$ cat config.mk
export PLATFORM = sky130hd
export DESIGN_NAME = pipe_hazard_ctrl
export DESIGN_NICKNAME = d
export VERILOG_FILES = /design/src/rtl/pipe_hazard_ctrl_pkg.sv /design/src/rtl/sat_counter.sv /design/src/rtl/pipe_hazard_ctrl.sv
export SDC_FILE = /design/constraint.sdc
export NUM_CORES = 1
export LEC_CHECK = 0
export CAP_MARGIN = 20
export CELL_PAD_IN_SITES_DETAIL_PLACEMENT = 1
export CELL_PAD_IN_SITES_GLOBAL_PLACEMENT = 1
export CORE_MARGIN = 10
export CORE_UTILIZATION = 30
export DETAILED_ROUTE_END_ITERATION = 16
export PLACE_DENSITY_LB_ADDON = 0.1
export SYNTH_ARGS = -nofsm -noshare
export SYNTH_HDL_FRONTEND = slang
export SYNTH_SLANG_ARGS = --single-unit
$ cat constraint.sdc
create_clock -name clk -period 4.5 [get_ports clk]
set_input_delay 0.675 -clock clk [delete_from_list [all_inputs] [get_ports clk]]
set_output_delay 0.675 -clock clk [all_outputs]
set_load 0.01 [all_outputs]
$ cat src/rtl/pipe_hazard_ctrl_pkg.sv
// Shared types for the pipeline hazard controller: wait FSM states, the per-cycle
// action chosen by priority, and the stage control bundle each action maps to.
package pipe_hazard_ctrl_pkg;

  typedef enum logic {
    HZ_RUN      = 1'b0,
    HZ_MEM_WAIT = 1'b1
  } hz_state_e;

  typedef enum logic [2:0] {
    ActNormal,
    ActIfWait,
    ActLdUse,
    ActRedirect,
    ActMemWait,
    ActReset
  } hz_action_e;

  typedef struct packed {
    logic pc_en;
    logic ifid_en;
    logic idex_en;
    logic exmem_en;
    logic memwb_en;
    logic ifid_flush;
    logic idex_flush;
    logic memwb_bubble;
  } stage_ctrl_t;

  function automatic stage_ctrl_t stage_ctrl(input hz_action_e act);
    stage_ctrl_t c;
    c = '{pc_en: 1'b1, ifid_en: 1'b1, idex_en: 1'b1, exmem_en: 1'b1, memwb_en: 1'b1,
          ifid_flush: 1'b0, idex_flush: 1'b0, memwb_bubble: 1'b0};
    case (act)
      ActIfWait: begin
        c.pc_en      = 1'b0;
        c.ifid_flush = 1'b1;
      end
      ActLdUse: begin
        c.pc_en      = 1'b0;
        c.ifid_en    = 1'b0;
        c.idex_flush = 1'b1;
      end
      ActRedirect: begin
        c.ifid_flush = 1'b1;
        c.idex_flush = 1'b1;
      end
      // Only MEM/WB moves, and it takes a bubble so WB never retires twice.
      ActMemWait: begin
        c.pc_en        = 1'b0;
        c.ifid_en      = 1'b0;
        c.idex_en      = 1'b0;
        c.exmem_en     = 1'b0;
        c.memwb_bubble = 1'b1;
      end
      ActReset: begin
        c = '{pc_en: 1'b0, ifid_en: 1'b0, idex_en: 1'b0, exmem_en: 1'b0, memwb_en: 1'b0,
              ifid_flush: 1'b1, idex_flush: 1'b1, memwb_bubble: 1'b1};
      end
      default: ;
    endcase
    return c;
  endfunction

endpackage

$ cat src/rtl/sat_counter.sv
// Up-counter that sticks at all-ones instead of wrapping.
module sat_counter #(
  parameter int unsigned W = 16
) (
  input  logic         clk,
  input  logic         rst,
  input  logic         inc,
  output logic [W-1:0] q
);

  always_ff @(posedge clk or posedge rst) begin
    if (rst) begin
      q <= '0;
    end else if (inc && (q != '1)) begin
      q <= q + W'(1);
    end
  end

endmodule

$ cat src/rtl/pipe_hazard_ctrl.sv
// 5-stage pipeline sequencing: per-stage enables/flushes from load-use, redirect and
// memory-ready conditions, plus data-memory wait tracking and stall/flush counters.
module pipe_hazard_ctrl
  import pipe_hazard_ctrl_pkg::*;
#(
  parameter int unsigned CNT_W       = 16,
  parameter int unsigned MEM_TIMEOUT = 255
) (
  input  logic             clk,
  input  logic             rst,
  input  logic [4:0]       id_rs1,
  input  logic [4:0]       id_rs2,
  input  logic             id_rs1_used,
  input  logic             id_rs2_used,
  input  logic [4:0]       ex_rd,
  input  logic             ex_memread,
  input  logic             ex_redirect,
  input  logic             imem_ready,
  input  logic             mem_req,
  input  logic             mem_ready,
  output logic             pc_en,
  output logic             ifid_en,
  output logic             idex_en,
  output logic             exmem_en,
  output logic             memwb_en,
  output logic             ifid_flush,
  output logic             idex_flush,
  output logic             memwb_bubble,
  output logic             mem_err,
  output logic [CNT_W-1:0] stall_cnt,
  output logic [CNT_W-1:0] flush_cnt
);

  localparam int unsigned WaitW = (MEM_TIMEOUT < 2) ? 1 : $clog2(MEM_TIMEOUT + 1);
  localparam logic [WaitW-1:0] WaitMax = WaitW'(MEM_TIMEOUT);

  logic             w_memwait;
  logic             w_lduse;
  logic             w_ifwait;
  logic             w_stall_inc;
  logic             w_flush_inc;
  logic [WaitW-1:0] w_wait_inc;
  hz_action_e       w_act;
  stage_ctrl_t      w_ctrl;

  hz_state_e        r_state;
  logic [WaitW-1:0] r_wait_cnt;
  logic             r_mem_err;

  assign w_memwait = mem_req & ~mem_ready;
  assign w_lduse   = ex_memread & (ex_rd != 5'd0) &
                     ((id_rs1_used & (id_rs1 == ex_rd)) | (id_rs2_used & (id_rs2 == ex_rd)));
  assign w_ifwait  = ~imem_ready;

  always_comb begin
    w_act = ActNormal;
    if (rst)              w_act = ActReset;
    else if (w_memwait)   w_act = ActMemWait;
    else if (ex_redirect) w_act = ActRedirect;
    else if (w_lduse)     w_act = ActLdUse;
    else if (w_ifwait)    w_act = ActIfWait;
  end

  assign w_ctrl       = stage_ctrl(w_act);
  assign pc_en        = w_ctrl.pc_en;
  assign ifid_en      = w_ctrl.ifid_en;
  assign idex_en      = w_ctrl.idex_en;
  assign exmem_en     = w_ctrl.exmem_en;
  assign memwb_en     = w_ctrl.memwb_en;
  assign ifid_flush   = w_ctrl.ifid_flush;
  assign idex_flush   = w_ctrl.idex_flush;
  assign memwb_bubble = w_ctrl.memwb_bubble;

  // A redirect overrides any load-use/fetch stall, so those cycles count as flushes only.
  assign w_stall_inc = w_memwait | (~ex_redirect & (w_lduse | w_ifwait));
  assign w_flush_inc = ex_redirect & ~w_memwait;

  assign w_wait_inc = r_wait_cnt + WaitW'(1);

  always_ff @(posedge clk or posedge rst) begin
    if (rst) begin
      r_state    <= HZ_RUN;
      r_wait_cnt <= '0;
      r_mem_err  <= 1'b0;
    end else begin
      case (r_state)
        HZ_RUN: begin
          r_wait_cnt <= '0;
          if (w_memwait) r_state <= HZ_MEM_WAIT;
        end
        HZ_MEM_WAIT: begin
          if (!w_memwait) begin
            r_state    <= HZ_RUN;
            r_wait_cnt <= '0;
          end else if (r_wait_cnt != WaitMax) begin
            r_wait_cnt <= w_wait_inc;
            if (w_wait_inc == WaitMax) r_mem_err <= 1'b1;
          end
        end
        default: r_state <= HZ_RUN;
      endcase
    end
  end

  assign mem_err = r_mem_err;

  sat_counter #(
    .W(CNT_W)
  ) u_stall_cnt (
    .clk(clk),
    .rst(rst),
    .inc(w_stall_inc),
    .q  (stall_cnt)
  );

  sat_counter #(
    .W(CNT_W)
  ) u_flush_cnt (
    .clk(clk),
    .rst(rst),
    .inc(w_flush_inc),
    .q  (flush_cnt)
  );

endmodule

==> impl_metrics.sql <==
INSERT INTO impl_metrics (metric_group, metric, value, unit) VALUES
('min_path', 'min_path_type', 'flip-flop to flip-flop', ''),
('clock_network', 'tritoncts.num_buffers', '5', ''),
('clock_network', 'h-tree-depth', '2', ''),
('worst_setup_path', 'timing.reg2reg.worst_path_depth', '6', ''),
('die', 'floorplan.initialDensity', '30.73', '%'),
('timing', 'finalCritPeriodShare', '78.02', '%'),
('worst_setup_path', 'worst_ep_arrival_time', '2.84', 'ns'),
('worst_setup_path', 'crit_path_end_kind', 'primary output', ''),
('global_routing', 'maximum_number_of_pins_on_one_net_before_global_route_repair', '43', ''),
('yosys', 'syn-num-nets', '242', ''),
('finish', 'fin_cells', '383', ''),
('detailed_routing', 'totalWireLength', '6.064', 'mm'),
('power_and_ir_drop', 'vdd_drop_max', '0.2018', 'mV'),
('die', 'placementRows', '31', ''),
('yosys', 'postSynthRegisterBits', '42', ''),
('yosys', 'yosysSeqAreaShare', '47.40', '%'),
('timing', 'maxSlewViolCount', '0', ''),
('timing', 'timing.final.crit_period', '3.511', 'ns'),
('global_routing', 'number_of_antenna_violations_at_the_first_check_in_global_routing', '0', ''),
('clock_network', 'worst_skew_pair.late_latency', '0.30', 'ns'),
('yosys', 'synth_area_leader_cell', 'dfrtp_1', ''),
('worst_setup_path', 'worstSetupStartpoint', 'ex_rd[1]', ''),
('clock_network', 'cts-root-to-sink-buffers', '2', ''),
('clock_network', 'cts_resized', '0', ''),
('placement', 'place_congestion', '0.7315', ''),
('worst_setup_path', 'crit_reg_reg_startpoint', 'u_stall_cnt.q[0]', ''),
('detailed_routing', 'ant_nets', '0', ''),
('yosys', 'dominantRegCellSynth', 'dfrtp_1', ''),
('min_path', 'worstHoldPathCells', '1', ''),
('worst_setup_path', 'crit_path_start_kind', 'input pin', ''),
('die', 'core_region_area', '7214', 'um^2'),
('placement', 'dp_hpwl', '4.679', 'mm'),
('worst_setup_path', 'ff2ff_setup_slack', '2.15', 'ns'),
('yosys', 'syn-instance-count', '214', ''),
('detailed_routing', 'drt_first_pass_iters', '4', ''),
('worst_setup_path', 'critPathMaxFanout', '4', ''),
('yosys', 'synth_warnings', '0', ''),
('worst_setup_path', 'worst_ep_required_time', '3.83', 'ns'),
('timing', 'achievable-frequency', '284.8', 'MHz'),
('global_routing', 'gr-total-overflow', '0', ''),
('worst_setup_path', 'path_class', 'input pin to primary output', ''),
('yosys', 'synthDistinctLibCells', '37', ''),
('min_path', 'hold_path_startpoint', 'mem_err', ''),
('global_routing', 'first_pass_grt_wire_length', '10.21', 'mm'),
('clock_network', 'worst_setup_hold_path_clk_slew', '0.08', 'ns'),
('detailed_routing', 'detail_route.drc_violations', '0', ''),
('clock_network', 'cts_hold_buf', '0', ''),
('die', 'die_x', '106.0', 'um'),
('status', 'outcome', 'finished, final reports clean', ''),
('timing', 'fin_worst_hold_slack', '0.4814', 'ns'),
('global_routing', 'number_of_global_route_vias_before_repair', '1944', ''),
('timing', 'transition_time_at_the_pin_with_the_least_slew_margin', '0.5586', 'ns'),
('die', 'dieArea', '11230', 'um^2'),
('power_and_ir_drop', 'leakagePower', '1.279', 'nW'),
('die', 'die-height', '106.0', 'um'),
('power_and_ir_drop', 'fin_total_pwr', '0.001220', 'W'),
('yosys', 'synth_top_cells_by_count', 'dfrtp_1 (42), xnor2_1 (25), xor2_1 (21), nand2_1 (16), nor2_1 (15)', ''),
('placement', 'place_inst', '376', ''),
('clock_network', 'ctsRootBufferMaster', 'clkbuf_8', ''),
('yosys', 'most_repeated_cell_in_the_gate_level_netlist_after_synthesis', 'dfrtp_1', ''),
('yosys', 'synth.top_cells.by_area', 'dfrtp_1 (47%), xnor2_1 (9.9%), xor2_1 (8.3%)', ''),
('detailed_routing', 'routed_wire_length_per_instance', '15.83', 'um'),
('detailed_routing', 'drt_iter0_drc', '32', ''),
('finish', 'final_net_count', '312', ''),
('timing', 'finalSetupViolations', '0', ''),
('yosys', 'postSynthAreaPerCell', '10.36', 'um^2'),
('clock_network', 'cts.sinks', '42', ''),
('finish', 'post_route_cells_drive_above_1_share', '5.634', '%'),
('clock_network', 'buffers_inserted_by_post_cts_timing_repair', '0', ''),
('timing', 'unrepaired_setup_endpoints_after_global_routing', 'false', ''),
('finish', 'number_of_antenna_cells_inserted', '0', '');
[registers in the layout (all words and copies together), names as in the netlist]
name and cells:
r_state 1, u_flush_cnt.q 16, mem_err 1, r_wait_cnt 8, u_stall_cnt.q 16
[where the power goes]
group	internal [W]	switching, W	total (W)	leakage, nW
Combinational	0.000208	0.000159	0.000367	0.677
Sequential	0.000445	0.0000978	0.000543	0.545
Clock	0.000178	0.000133	0.000311	0.0573
[cell usage in the layout (no fill, tap or decap), types with 2 or more instances in the layout]
cell type,n
inv_1,8
a211oi_1,2
clkdlybuf4s50_1,64
xnor2_1,25
ha_1,4
nor3_1,6
nand3_1,10
nor2_1,15
a21oi_1,6
mux2_1,2
nor4_2,3
nand2_1,16
nor4_1,4
dfrtp_1,42
o21ai_1,2
clkbuf_8,6
nand4_1,11
and4_1,2
and3_1,6
xor2_1,21
nand2b_1,6
and2_1,4
o22ai_1,2
[path summary, 6_finish.rpt]
path / endpoint
worst max-delay path: ifid_flush
worst min-delay path: mem_err
worst max register to register: u_stall_cnt.q[1]
max in group asynchronous: r_wait_cnt[5]
min in group asynchronous: r_wait_cnt[2]
worst min register to register: mem_err
[through the flow]
stage / cell area, um^2 / setup slack (ns)
detailed placement: 2970 / 0.9948
global route: 3083 / 0.8775
global placement: 2970 / 1.040
CTS: 3083 / 0.9764
finish: 3083 / 0.9891
floorplan: 2217 / 1.985
[cell type report]
cell class                 count  area (um^2)
clock buffer                   6        82.58
clock inverter                 1        30.03
fill                         828         4131
inverter                       9        33.78
multi-input combinational    161         1114
sequential                    42         1051
tap                           99        123.9
timing repair buffer          65        648.1
[cell families (layout without fill, tap and decap cells)]
logic type      Yosys count  count (layout)  synth area share, %
simple gates             90              90                22.63
fa+ha+maj                 4               4                2.257
xor+xnor                 46              46                18.17
buf+inv                  11              81                2.370
flops                    42              42                47.40
mux                       2               2                1.016
compound gates           19              19                6.152
[layer usage]
layer / up-vias / routed length [um] / global-route usage, %
li1: 882 / - / -
met1: 883 / 2611 / 12.92
met2: 32 / 3061 / 18.77
met3: 6 / 322 / 3.865
met4: 0 / 68 / 3.385
met5: - / 0 / 0
[critical path: stages]
cell and delay (ns):
clkdlybuf4s50_1 0.47, or4_1 0.55, o21ai_1 0.17, nand2b_1 0.20, a21oi_1 0.09, o21ai_1 0.14
clkdlybuf4s50_1 0.55
(Power assumes the default switching activity.)
